$ cat src/rtl/jtflane_pcm_arb.sv
// jtflane_pcm_arb: four PCM channels share one ROM slot through tagged one-entry buffers.
// Define JTFLANE_PCMARB_PREFETCH_EN to add a tag+1 prefetch buffer per channel.
`default_nettype none

module jtflane_pcm_arb #(
   parameter int             AW    = 19,
   parameter int             SAW   = 19,
   parameter int             DW    = 8,
   parameter logic [SAW-1:0] OFFS0 = '0,
   parameter logic [SAW-1:0] OFFS1 = '0,
   parameter logic [SAW-1:0] OFFS2 = '0,
   parameter logic [SAW-1:0] OFFS3 = '0
) (
   input  logic            clk,
   input  logic            rst_n,
   input  logic [3:0]      ch_cs,
   input  logic [4*AW-1:0] ch_addr,
   output logic [3:0]      ch_ok,
   output logic [4*DW-1:0] ch_dout,
   output logic            slot_cs,
   output logic [SAW-1:0]  slot_addr,
   input  logic            slot_ok,
   input  logic [DW-1:0]   slot_dout,
   output logic [1:0]      grant
);

   typedef enum logic [1:0] {
      ST_IDLE  = 2'd0,
      ST_ISSUE = 2'd1,
      ST_WAIT  = 2'd2
   } state_t;

   state_t         state_q;
   logic [AW-1:0]  tag_q  [4];
   logic [DW-1:0]  data_q [4];
   logic [3:0]     valid_q;
   logic [1:0]     rr_q;
   logic [1:0]     grant_q;
   logic [AW-1:0]  ftag_q;
   logic           slot_cs_q;
   logic [SAW-1:0] slot_addr_q;

   logic [AW-1:0]  addr_w [4];
   logic [SAW-1:0] offs_w [4];
   logic [3:0]     hit;
   logic [3:0]     miss;
   logic [1:0]     pick_d;
   logic [1:0]     fetch_ch_d;
   logic [AW-1:0]  fetch_tag_d;
   logic           start_d;

   assign offs_w[0] = OFFS0;
   assign offs_w[1] = OFFS1;
   assign offs_w[2] = OFFS2;
   assign offs_w[3] = OFFS3;

   for (genvar n = 0; n < 4; n++) begin : g_ch
      assign addr_w[n]           = ch_addr[n*AW +: AW];
      assign hit[n]              = ch_cs[n] & valid_q[n] & (tag_q[n] == addr_w[n]);
      assign ch_dout[n*DW +: DW] = data_q[n];
   end

   assign miss      = ch_cs & ~hit;
   assign ch_ok     = hit;
   assign slot_cs   = slot_cs_q;
   assign slot_addr = slot_addr_q;
   assign grant     = grant_q;

   // Scan rr+4 down to rr+1 so the nearest channel after rr wins.
   always_comb begin
      pick_d = rr_q;
      for (int k = 4; k >= 1; k--) begin
         if (miss[rr_q + 2'(k)]) pick_d = rr_q + 2'(k);
      end
   end

`ifdef JTFLANE_PCMARB_PREFETCH_EN
   logic [AW-1:0] pftag_q  [4];
   logic [DW-1:0] pfdata_q [4];
   logic [3:0]    pfvalid_q;
   logic          pf_q;
   logic [3:0]    pfhit;
   logic [AW-1:0] pfnext_d;
   logic          pf_want_d;
   logic          copy_d;

   for (genvar n = 0; n < 4; n++) begin : g_pf
      assign pfhit[n] = pfvalid_q[n] & (pftag_q[n] == addr_w[n]);
   end

   assign pfnext_d  = tag_q[rr_q] + AW'(1);
   assign pf_want_d = valid_q[rr_q] & ~(pfvalid_q[rr_q] & (pftag_q[rr_q] == pfnext_d));
   assign copy_d    = (|miss) & pfhit[pick_d];

   always_comb begin
      fetch_ch_d  = (|miss) ? pick_d : rr_q;
      fetch_tag_d = (|miss) ? addr_w[pick_d] : pfnext_d;
      start_d     = (|miss) ? ~copy_d : pf_want_d;
   end
`else
   always_comb begin
      fetch_ch_d  = pick_d;
      fetch_tag_d = addr_w[pick_d];
      start_d     = |miss;
   end
`endif

   always_ff @(posedge clk or negedge rst_n) begin
      if (!rst_n) begin
         state_q     <= ST_IDLE;
         valid_q     <= '0;
         rr_q        <= 2'd3;
         grant_q     <= 2'd0;
         ftag_q      <= '0;
         slot_cs_q   <= 1'b0;
         slot_addr_q <= '0;
         for (int n = 0; n < 4; n++) begin
            tag_q[n]  <= '0;
            data_q[n] <= '0;
         end
`ifdef JTFLANE_PCMARB_PREFETCH_EN
         pfvalid_q <= '0;
         pf_q      <= 1'b0;
         for (int n = 0; n < 4; n++) begin
            pftag_q[n]  <= '0;
            pfdata_q[n] <= '0;
         end
`endif
      end else begin
         case (state_q)
            ST_IDLE: begin
`ifdef JTFLANE_PCMARB_PREFETCH_EN
               if (copy_d) begin
                  data_q[pick_d]  <= pfdata_q[pick_d];
                  tag_q[pick_d]   <= pftag_q[pick_d];
                  valid_q[pick_d] <= 1'b1;
               end
               pf_q <= ~(|miss);
`endif
               if (start_d) begin
                  grant_q     <= fetch_ch_d;
                  ftag_q      <= fetch_tag_d;
                  slot_addr_q <= SAW'(fetch_tag_d) + offs_w[fetch_ch_d];
                  slot_cs_q   <= 1'b1;
                  state_q     <= ST_ISSUE;
               end
            end
            // A leftover ok from the previous access may still be high here.
            ST_ISSUE: state_q <= ST_WAIT;
            ST_WAIT: begin
               if (slot_ok) begin
`ifdef JTFLANE_PCMARB_PREFETCH_EN
                  if (pf_q) begin
                     pfdata_q[grant_q]  <= slot_dout;
                     pftag_q[grant_q]   <= ftag_q;
                     pfvalid_q[grant_q] <= 1'b1;
                  end else
`endif
                  begin
                     data_q[grant_q]  <= slot_dout;
                     tag_q[grant_q]   <= ftag_q;
                     valid_q[grant_q] <= 1'b1;
                     rr_q             <= grant_q;
                  end
                  slot_cs_q <= 1'b0;
                  state_q   <= ST_IDLE;
               end
            end
            default: state_q <= ST_IDLE;
         endcase
      end
   end

endmodule

`default_nettype wire

$ cat config.mk
export PLATFORM = sky130hd
export DESIGN_NAME = jtflane_pcm_arb
export DESIGN_NICKNAME = d
export VERILOG_FILES = /design/src/rtl/jtflane_pcm_arb.sv
export SDC_FILE = /design/constraint.sdc
export NUM_CORES = 1
export LEC_CHECK = 0
export ABC_AREA = 1
export BUFFER_PORTS_ARGS = -buffer_cell sky130_fd_sc_hd__buf_2
export CAP_MARGIN = 20
export CORE_ASPECT_RATIO = 0.75
export CORE_MARGIN = 8
export CORE_UTILIZATION = 57
export CTS_CLUSTER_DIAMETER = 60
export DETAILED_ROUTE_END_ITERATION = 12
export MAX_ROUTING_LAYER = met4
export PLACE_DENSITY = 0.82
export SLEW_MARGIN = 20
export SYNTH_ARGS = -nofsm -noshare
export SYNTH_HDL_FRONTEND = slang
export SYNTH_SLANG_ARGS = --single-unit
$ cat constraint.sdc
create_clock -name clk -period 2.9 [get_ports clk]
set_input_delay 0.435 -clock clk [delete_from_list [all_inputs] [get_ports clk]]
set_output_delay 0.435 -clock clk [all_outputs]
set_load 0.01 [all_outputs]
; Word level (Yosys, flattened, before mapping)
; Index checks and enable logic that the tools add are counted.
[totals]
word_cells = 86
output_inout_bits = 58
reg_bits = 157
in_bits = 91
[op_classes]
magnitude_cmp = 8
bitwise = 13
n_reduce_logical = 9
add_sub_neg = 4
eq_ne = 8
mux = 29
[op_table]
columns = operator, n
row1 = 2-to-1 mux 19 bit, 5
row2 = binary-select mux 19 bit (select 2 bit), 2
row3 = bitwise mux 76 bit, 1
row4 = == test 19 bit, 4
row5 = demux 19 bit (select 2 bit), 1
row6 = bitwise mux 32 bit, 1
row7 = adder 19 bit, 1
row8 = demux 8 bit (select 2 bit), 1
row9 = "< comparator 2 x 3 -> 1 bit, second input constant", 4
row10 = 2-to-1 mux 2 bit, 5
row11 = AND 1 bit, 8
row12 = 2-to-1 mux 8 bit, 1
row13 = binary-select mux 1 bit (select 2 bit), 3
row14 = ">= comparator 3 bit, second input constant", 2
row15 = 2-to-1 mux 1 bit, 6
row16 = inverter 2 -> 3 bit, 2
row17 = one-hot mux 2 bit (3 select lines), 1
row18 = AND reduction 2 bit, 3
row19 = "adder 2 bit, second input constant", 2
row20 = AND 4 bit, 1
row21 = "!= test 2 bit, second input constant", 2
row22 = inverter 4 bit, 1
row23 = OR 4 bit, 1
row24 = OR reduction 4 bit, 1
row25 = 11 further kinds, 12

; Logic depth before layout (Yosys ltp)
; Gate-level depths: netlist of the first run.
[depth]
word_depth = 14
depth_mapped = 21
ltp_nobuf = 20

; Worst setup path before layout of the first run
; No wires, ideal clock.
[synth_timing]
path_kind = input to register
startpoint = input ch_addr[38]
endpoint = register slot_addr_q[4] (netlist: slot_addr[4])
stages = 19
required_ns = 2.782
path_buffers = 2
path_slack_ns = 0.855
arrival_time_ns = 1.927
setup_time_ns = 0.118
path_cell_list = inv_1 > nand2_1 > nand2_1 > nor2_1 > nand2_1 > nor2_1 > nand3_1 > nand3_1 > nand2_1 > nand2_1 > nand2_1 > clkinv_2 > nand3_2 > buf_4 > buf_4 > nand3_1 > nand3_1 > nand3_1 > nand2_1
[synth_between]
elab_chain_cells = 14
word_cells_on_any_way = 23
cone_classes = add/sub (1) / eq/ne (1) / mux (15) / bitwise (4) / reduce/logical (2)
[synth_lines]
columns = item, line
row1 = "start, declared", 17  ; input logic [4*AW-1:0] ch_addr,
row2 = == test 19 bit, 59  ; assign hit[n] = ch_cs[n] & valid_q[n] & (tag_q[n] == addr_w[n]);
row3 = AND 1 bit, 59
row4 = inverter 4 bit, 63  ; assign miss = ch_cs & ~hit;
row5 = AND 4 bit, 63
row6 = binary-select mux 1 bit (select 2 bit), 73  ; if (miss[rr_q + 2'(k)]) pick_d = rr_q + 2'(k);
row7 = 2-to-1 mux 1 bit (not written as such), 73
row8 = 2-to-1 mux 2 bit (3 in a row), 73
row9 = inverter 2 -> 3 bit (not written as such), "103, 143"
row10 = "binary-select mux 19 bit (select 2 bit), on equally long branches", "103, 143"
row11 = "2-to-1 mux 19 bit, on equally long branches (2 in a row)", "103, 143"
row12 = adder 19 bit, 143  ; slot_addr_q <= SAW'(fetch_tag_d) + offs_w[fetch_ch_d];
row13 = "end signal, assigned", 143
row14 = "end, declared", 41  ; logic [SAW-1:0] slot_addr_q;
; Parallel ways exist; a longest one is shown, timed or not. The select of a mux whose other input is x is not followed.
; A chain may end at the register's enable or synchronous reset.

; Worst setup path after layout of the first run
[layout_timing]
startpoint = register tag_q[52] in the netlist's numbering
endpoint = register slot_addr_q[6] (netlist: slot_addr[6])
[layout_between]
elab_chain_cells = 14
word_cells_on_any_way = 23
cone_classes = add/sub (1) / eq/ne (1) / mux (15) / bitwise (4) / reduce/logical (2)
[layout_lines]
columns = item, line
row1 = "start, declared", 34  ; logic [AW-1:0] tag_q [4];
row2 = "start signal, assigned by index", 161  ; tag_q[grant_q] <= ftag_q;
row3 = == test 19 bit *, 59
row4 = AND 1 bit *, 59
row5 = inverter 4 bit *, 63
row6 = AND 4 bit *, 63
row7 = binary-select mux 1 bit (select 2 bit), 73
row8 = 2-to-1 mux 1 bit (not written as such), 73
row9 = 2-to-1 mux 2 bit (3 in a row), 73
row10 = inverter 2 -> 3 bit (not written as such), "103, 143"
row11 = "binary-select mux 19 bit (select 2 bit), on equally long branches", "103, 143"
row12 = "2-to-1 mux 19 bit, on equally long branches (2 in a row)", "103, 143"
row13 = adder 19 bit, 143
; Mark *: on every way between the ends. The rest lies on a longest branch, timed or not. The select of a mux whose other input is x is not followed.

==> results of run 1 <==
## synthesized netlist by cell type (4+ instances only)
cell and instances:
sky130_fd_sc_hd__nor4b_1 4, sky130_fd_sc_hd__clkbuf_1 19, sky130_fd_sc_hd__buf_6 6, sky130_fd_sc_hd__nand3_2 4
sky130_fd_sc_hd__dfrtp_1 136, sky130_fd_sc_hd__o2111ai_1 6, sky130_fd_sc_hd__xor2_1 6, sky130_fd_sc_hd__nand2_1 475
sky130_fd_sc_hd__nand2_2 6, sky130_fd_sc_hd__nor2_1 83, sky130_fd_sc_hd__a21oi_1 12, sky130_fd_sc_hd__mux2_2 14
sky130_fd_sc_hd__nand3_1 96, sky130_fd_sc_hd__buf_4 4, sky130_fd_sc_hd__inv_1 140, sky130_fd_sc_hd__xnor2_1 5
sky130_fd_sc_hd__buf_2 6, sky130_fd_sc_hd__o21ai_0 68, sky130_fd_sc_hd__inv_2 10, sky130_fd_sc_hd__nand4_1 21
sky130_fd_sc_hd__nor4_1 6
## logic make-up after synthesis
logic type             count (synthesis)  synth area share [%]
AND/OR/NAND/NOR                      708                  37.1
AO/OA/AOI/OAI                         91                  6.25
XOR/XNOR                              11                  1.22
flip-flops                           138                  43.6
buffers and inverters                190                  9.86
multiplexers                          14                  1.99
## worst max path at each step
stage	slack, ns	end	startpoint
2_1_floorplan	0.85	slot_addr[4]$_DFFE_PN0P_	ch_addr[38]
3_3_place_gp	0.28	slot_addr[6]$_DFFE_PN0P_	ch_addr[6]
3_5_place_dp	0.25	slot_addr[6]$_DFFE_PN0P_	ch_cs[3]
4_1_cts	0.39	slot_addr[6]$_DFFE_PN0P_	tag_q[52]$_DFFE_PN0P_
5_1_grt	0.08	slot_addr[6]$_DFFE_PN0P_	valid_q[3]$_DFFE_PN0P_
6_report	0.25	slot_addr[6]$_DFFE_PN0P_	tag_q[52]$_DFFE_PN0P_
## metrics by stage
step	cell area, µm²	hold WS (ns)	std cells	setup slack [ns]	total power [W]
final	9460	-0.0201	1483	0.251	0.0114
after global routing	9460	0.0311	1483	0.0830	0.0122
after CTS	9460	0.0234	1483	0.395	0.0113
after detailed placement	8830	0.453	1451	0.248	0.00898
after global placement	8830	0.443	1451	0.277	0.00890
after floorplan	7930	0.139	1152	0.855	0.00723
## report_power, final
part           total, W  switching [W]  leakage [nW]  internal (W)
Clock           0.00224        0.00106         0.302       0.00118
Combinational   0.00529        0.00343          3.34       0.00186
Sequential      0.00387       0.000986          1.66       0.00288
Total            0.0114        0.00548          5.31       0.00593
## registers in the layout (all words and copies together), names as in the netlist
name,flops
ch_dout,32
grant,2
rr_q,2
slot_addr,19
slot_cs,1
state_q,2
tag_q,76
valid_q,4
## layout make-up
type	instances	area, µm²	area share [%]
multi-input combinational	824	3700	39.1
sequential	138	3460	36.5
timing repair buffer	161	882	9.32
inverter	153	576	6.08
clock buffer	17	425	4.50
tap	175	219	2.31
clock inverter	15	201	2.13
## worst max-delay path, stage by stage, from the launching register on
cell and delay, ns:
sky130_fd_sc_hd__dfrtp_1 0.40, sky130_fd_sc_hd__xor2_1 0.37, sky130_fd_sc_hd__nor2_1 0.11, sky130_fd_sc_hd__nand2_1 0.08, sky130_fd_sc_hd__nor2_1 0.04, sky130_fd_sc_hd__nand3_1 0.11
sky130_fd_sc_hd__nand2_1 0.09, sky130_fd_sc_hd__o21ai_1 0.29, sky130_fd_sc_hd__nor2_4 0.07, sky130_fd_sc_hd__nand2_2 0.09, sky130_fd_sc_hd__nand2_2 0.05, sky130_fd_sc_hd__nand2_2 0.09
sky130_fd_sc_hd__buf_12 0.21, sky130_fd_sc_hd__nand3_1 0.21, sky130_fd_sc_hd__nand2_1 0.12, sky130_fd_sc_hd__nand2_1 0.06, sky130_fd_sc_hd__nand3_1 0.08, sky130_fd_sc_hd__nand2_1 0.06
## routing by layer
layer	part of all wire (%)	wire [µm]	track usage [%]
met1	42	11700	41.9
met2	42	11500	43.4
met3	13	3660	10.7
met4	2.8	777	11.6
met5	0	0	-
==> key figures, run 1 <==
Status
  • Result of the run: finished with violations
  • Violations in the final reports: negative hold slack

STA
  • RSZ-0062 raised after global routing: false
  • Worst Clk Skew: approximately 0.017 ns
  • Final setup violating endpoints: 0
  • Crit share post-route: 91.3%
  • Setup total negative slack: 0 ns
  • Fin crit period: between 2 and 3 ns
  • Achievable Freq: 0.378 GHz
  • Tightest slew margin relative to the limit: between 50% and 60%
  • Slew of the pin with the lowest slew margin: 0.666 ns
  • Endpoints failing hold: 10
  • Smallest hold slack: -0.0201 ns
  • Pins Over Slew Limit: 0

Synthesis
  • Share of Yosys cell area claimed by the top area cell type: a little over two fifths
  • Proportion of register bits with asynchronous set or reset after synthesis: 100%
  • Syn Std Cell Area: ~7900 µm²
  • Top area cells in the synthesized netlist: sky130_fd_sc_hd__dfrtp_1 43%, sky130_fd_sc_hd__nand2_1 22%, sky130_fd_sc_hd__inv_1 6.6%, sky130_fd_sc_hd__nand3_1 6.1%, sky130_fd_sc_hd__o21ai_0 4.3%
  • Yosys warns: 0
  • Cell count after synthesis: ~1.2k
  • Post-synthesis sequential area ratio: between 40% and 50%
  • Post-synth cell types: 35
  • Mean instance size in the synthesized netlist: approximately 7 µm²
  • Largest area contributor in the synthesized netlist: sky130_fd_sc_hd__dfrtp_1
  • Synthesized Nets: 1243
  • Most instantiated flip-flop cell in the synthesis netlist: sky130_fd_sc_hd__dfrtp_1
  • Count of state elements after synthesis: 138
  • Number of flops mapped to enable cells by yosys: 0

Floorplan
  • Die area: approximately 18000 µm²
  • Initial cell density of the core: ~58%
  • X dimension of the die: between 150 and 200 µm
  • I/O Pins: 149
  • Floorplan row count: 37
  • Vertical die dimension: between 100 and 150 µm
  • Std-Cell Core Area: approximately 14000 µm²

Cells and area
  • Most frequent cells in the layout: 475 x sky130_fd_sc_hd__nand2_1, 147 x sky130_fd_sc_hd__buf_2, 140 x sky130_fd_sc_hd__inv_1, 136 x sky130_fd_sc_hd__dfrtp_1, 96 x sky130_fd_sc_hd__nand3_1
  • Area delta synth->final: 19.3%
  • Nets@finish: 1386
  • Core Util, Final: between 60% and 70%
  • Leading cell type in the layout, fill and taps excluded: sky130_fd_sc_hd__nand2_1
  • Number of fill cells in the layout: 1168
  • Antenna cell count: 0
  • Proportion of layout cells with a drive suffix above 1: a little under a fifth

Clocking
  • Count of buffers added by post-CTS timing repair for setup: 0
  • Number of resized instances in the post-cts repair step: 0
  • CTS tree: done
  • CTS H-tree lvls: 4
  • Hold-fix buffers at CTS: 0
  • Clock Tree Root: sky130_fd_sc_hd__clkbuf_16
  • Number of buffers added by the clock tree synthesis step: 17
  • Bufs on Longest Clock Path: 2
  • Sink Count: roughly 140
  • Worst skew pair latency: 0.43 ns
  • Clock Pin Slew Worst Setup and Hold Paths: roughly 0.07 ns

Setup path
  • Number of cells traversed by the worst register-to-register path: 17
  • Largest fanout of any net on the critical path: 38
  • FF-to-FF setup slack: roughly 0.25 ns
  • Critical path class: register to register
  • R2r startpoint: tag_q[52]$_DFFE_PN0P_
  • Sort of element at the end of the critical path: register
  • Launching element type of the critical path: register
  • Capturing point of the worst reg2reg path: slot_addr[6]$_DFFE_PN0P_
  • Critical Path AT: around 3.0 ns
  • Data required time at the worst endpoint: ~3.2 ns

Route
  • Initial DRC count: roughly 1k
  • DRC violation count after routing: 0
  • Via-to-Cell Ratio: roughly 5.5
  • Total number of vias: about 8.2k
  • Detailed-router iteration count before antenna repair: 7
  • Post-detailed-routing wire length: approximately 28000 µm
  • DRT antenna net count: 0
  • Routed wire length per instance: roughly 19 µm

Flow run
  • Maxcap violations: 0

Power and ir drop
  • Static leakage: 5.31 nW
  • Maximum vdd drop: ~640 µV
  • Power per Cell Area: between 1000 and 1500 nW/µm²

Global route
  • All-Layer GR Usage: between 30% and 40%
  • Wire length of the first global-routing pass: roughly 43000 µm
  • Largest net degree at the start of global routing: between 60 and 70
  • Number of global-route vias before repair: ~8k
  • Initial antenna violation count: 0
  • Total overflow reported by the global router: 0

Min path
  • Type of the worst min-delay path: primary input to asynchronous set/reset pin

Placement
  • Port buffer count: approximately 150
  • Detailed placer's ending HPWL: roughly 20000 µm
  • Last weighted congestion value of the routability-driven placer: 0.989
No activity file was read; power rests on OpenSTA's default activity.
==> inputs of run 2 (changes only) <==
Settings changed: HOLD_SLACK_MARGIN set to 0.06, SKIP_LAST_GASP set to 1.
==> key figures, run 2 (synthesized netlist as in run 1, its figures left out) <==
Route
  • Via-to-Cell Ratio: 5.51 (-0.47%)
  • Total number of vias: 8173 (-0.40%)
  • Initial DRC count: 1035 (+2.5%)
  • DRC violation count after routing: 0 (unchanged)
  • Post-detailed-routing wire length: 27500 µm (-0.20%)
  • Routed wire length per instance: 18.5 µm (-0.27%)
  • Detailed-router iteration count before antenna repair: 7 (unchanged)
  • DRT antenna net count: 0 (unchanged)

Floorplan
  • Std-Cell Core Area: 13700 µm² (unchanged)
  • Die area: 18000 µm² (unchanged)
  • Floorplan row count: 37 (unchanged)
  • X dimension of the die: 152 µm (unchanged)
  • Vertical die dimension: 118 µm (unchanged)
  • I/O Pins: 149 (unchanged)
  • Initial cell density of the core: 58.1% (unchanged)

STA
  • Setup WS post-layout: 0.239 ns (-0.0124 ns)
  • Worst Clk Skew: 0.0172 ns (+0.000664 ns)
  • Final setup violating endpoints: 0 (unchanged)
  • Tightest slew margin relative to the limit: 57.3% (+1.7 points)
  • Endpoints failing hold: 0 (-10)
  • Pins Over Slew Limit: 0 (unchanged)
  • Slew of the pin with the lowest slew margin: 0.640 ns (-0.0259 ns)
  • RSZ-0062 raised after global routing: false
  • Fin crit period: 2.66 ns (+0.0124 ns)
  • Crit share post-route: 91.8% (+0.43 points)
  • Setup total negative slack: 0 ns (unchanged)
  • Achievable Freq: 0.376 GHz (-0.47%)

Clocking
  • Clock Pin Slew Worst Setup and Hold Paths: 0.08 ns (about the same)
  • Bufs on Longest Clock Path: 2 (unchanged)
  • Clock Tree Root: sky130_fd_sc_hd__clkbuf_16
  • CTS H-tree lvls: 4 (unchanged)
  • Count of buffers added by post-CTS timing repair for setup: 0 (unchanged)
  • Hold-fix buffers at CTS: 1 (+1)
  • Worst skew pair latency: 0.43 ns (about the same)
  • CTS tree: done
  • Sink Count: 138 (unchanged)
  • Number of resized instances in the post-cts repair step: 0 (unchanged)
  • Number of buffers added by the clock tree synthesis step: 17 (unchanged)

Setup path
  • Largest fanout of any net on the critical path: 38 (unchanged)
  • Launching element type of the critical path: register
  • R2r startpoint: tag_q[52]$_DFFE_PN0P_
  • Critical Path AT: 2.97 ns (about the same)
  • Sort of element at the end of the critical path: register
  • Capturing point of the worst reg2reg path: slot_addr[6]$_DFFE_PN0P_
  • FF-to-FF setup slack: 0.24 ns (about the same)
  • Critical path class: register to register
  • Number of cells traversed by the worst register-to-register path: 17 (unchanged)
  • Data required time at the worst endpoint: 3.21 ns (about the same)

Placement
  • Placement Setup Slack: 0.248 ns (unchanged)
  • Port buffer count: 148 (unchanged)
  • Detailed placer's ending HPWL: 20400 µm (unchanged)
  • Last weighted congestion value of the routability-driven placer: 0.989 (unchanged)

Global route
  • Wire length of the first global-routing pass: 43200 µm (about the same)
  • Number of global-route vias before repair: 8120 (+0.074%)
  • All-Layer GR Usage: 31.4% (about the same)
  • Largest net degree at the start of global routing: 64 (unchanged)
  • Total overflow reported by the global router: 0 (unchanged)
  • Initial antenna violation count: 0 (unchanged)

Cells and area
  • Most frequent cells in the layout: 475 x sky130_fd_sc_hd__nand2_1, 147 x sky130_fd_sc_hd__buf_2, 140 x sky130_fd_sc_hd__inv_1, 136 x sky130_fd_sc_hd__dfrtp_1, 96 x sky130_fd_sc_hd__nand3_1
  • Flip-flop count of the largest register, all copies and words added: 76 (unchanged)
  • Sequential Area: 3460 µm² (unchanged)
  • Core Util, Final: 69.3% (+0.073 points)
  • Proportion of layout cells with a drive suffix above 1: 18.3% (about the same)
  • Nets@finish: 1387 (+0.072%)
  • Antenna cell count: 0 (unchanged)
  • Area of combinational cells with multiple inputs: 3700 µm² (unchanged)
  • Leading cell type in the layout, fill and taps excluded: sky130_fd_sc_hd__nand2_1
  • Register with the most flip-flops: tag_q
  • Area delta synth->final: 19.4%
  • Number of fill cells in the layout: 1167 (-0.086%)

Min path
  • Terminating pin of the worst hold path: ch_dout[22]$_DFFE_PN0P_
  • Type of the worst min-delay path: primary input to register
  • Hold Path Stages: 3
  • Worst min-delay path startpoint: slot_dout[6]

Power and ir drop
  • Maximum vdd drop: 635 µV (-0.24%)
  • Power per Cell Area: 1200 nW/µm² (-0.28%)
  • Static leakage: 5.31 nW (about the same)

Flow run
  • Maxcap violations: 0 (unchanged)

Status
  • Result of the run: complete, no violations
==> run 2: cell types whose count changed in the layout (fill, tap and decap cells not counted) <==
| cell | change |
|---|---|
| sky130_fd_sc_hd__dlygate4sd3_1 | +1 |
==> run 2: layer usage <==
| metal | vias to the layer above | wire length (µm) | GRT usage [%] |
|---|---|---|---|
| met5 | - | 0 | - |
| met4 | 0 | 722 | 11.6 |
| met3 | 62 | 3750 | 10.7 |
| met2 | 495 | 11400 | 43.5 |
| met1 | 3737 | 11600 | 41.9 |
| li1 | 3879 | - | - |
==> run 2: stage by stage <==
step	std cells	hold WS [ns]	instance area [µm²]	power, W
finish	1484	0.256	9470	0.0114
global route	1484	0.254	9470	0.0122
CTS	1484	0.244	9470	0.0113
detailed placement	1451	0.453	8830	0.00898
global placement	1451	0.443	8830	0.00890
floorplan	1152	0.139	7930	0.00723
==> run 2: worst max-delay path by stage <==
stage / cells past startpoint / start / to
6_report: 17 / tag_q[52]$_DFFE_PN0P_ / slot_addr[6]$_DFFE_PN0P_
2_1_floorplan: 19 / ch_addr[38] / slot_addr[4]$_DFFE_PN0P_
4_1_cts: 17 / tag_q[52]$_DFFE_PN0P_ / slot_addr[6]$_DFFE_PN0P_
5_1_grt: 20 / valid_q[3]$_DFFE_PN0P_ / slot_addr[6]$_DFFE_PN0P_
3_5_place_dp: 21 / ch_cs[3] / slot_addr[6]$_DFFE_PN0P_
3_3_place_gp: 21 / ch_addr[6] / slot_addr[6]$_DFFE_PN0P_
==> run 2: final cells by class <==
class / instances / area share (%)
Tap cell: 175 / 2.31
Timing Repair Buffer: 162 / 9.42
Multi-Input combinational cell: 824 / 39.1
Sequential cell: 138 / 36.5
Inverter: 153 / 6.08
Clock inverter: 15 / 2.13
Clock buffer: 17 / 4.49
==> run 2: report_power, final <==
group	internal (W)	total (W)	switching [W]	leakage, nW
combinational	0.00186	0.00528	0.00341	3.35
sequential	0.00288	0.00386	0.000973	1.66
clock	0.00118	0.00225	0.00107	0.302
==> run 2: worst max-delay path: stages, from the launching register on <==
cell and delay, ns:
sky130_fd_sc_hd__dfrtp_1 0.40, sky130_fd_sc_hd__xor2_1 0.37, sky130_fd_sc_hd__nor2_1 0.12, sky130_fd_sc_hd__nand2_1 0.08, sky130_fd_sc_hd__nor2_1 0.04, sky130_fd_sc_hd__nand3_1 0.11, sky130_fd_sc_hd__nand2_1 0.09, sky130_fd_sc_hd__o21ai_1 0.28
sky130_fd_sc_hd__nor2_4 0.07, sky130_fd_sc_hd__nand2_2 0.09, sky130_fd_sc_hd__nand2_2 0.05, sky130_fd_sc_hd__nand2_2 0.09, sky130_fd_sc_hd__buf_12 0.21, sky130_fd_sc_hd__nand3_1 0.22, sky130_fd_sc_hd__nand2_1 0.13, sky130_fd_sc_hd__nand2_1 0.06
sky130_fd_sc_hd__nand3_1 0.08, sky130_fd_sc_hd__nand2_1 0.06
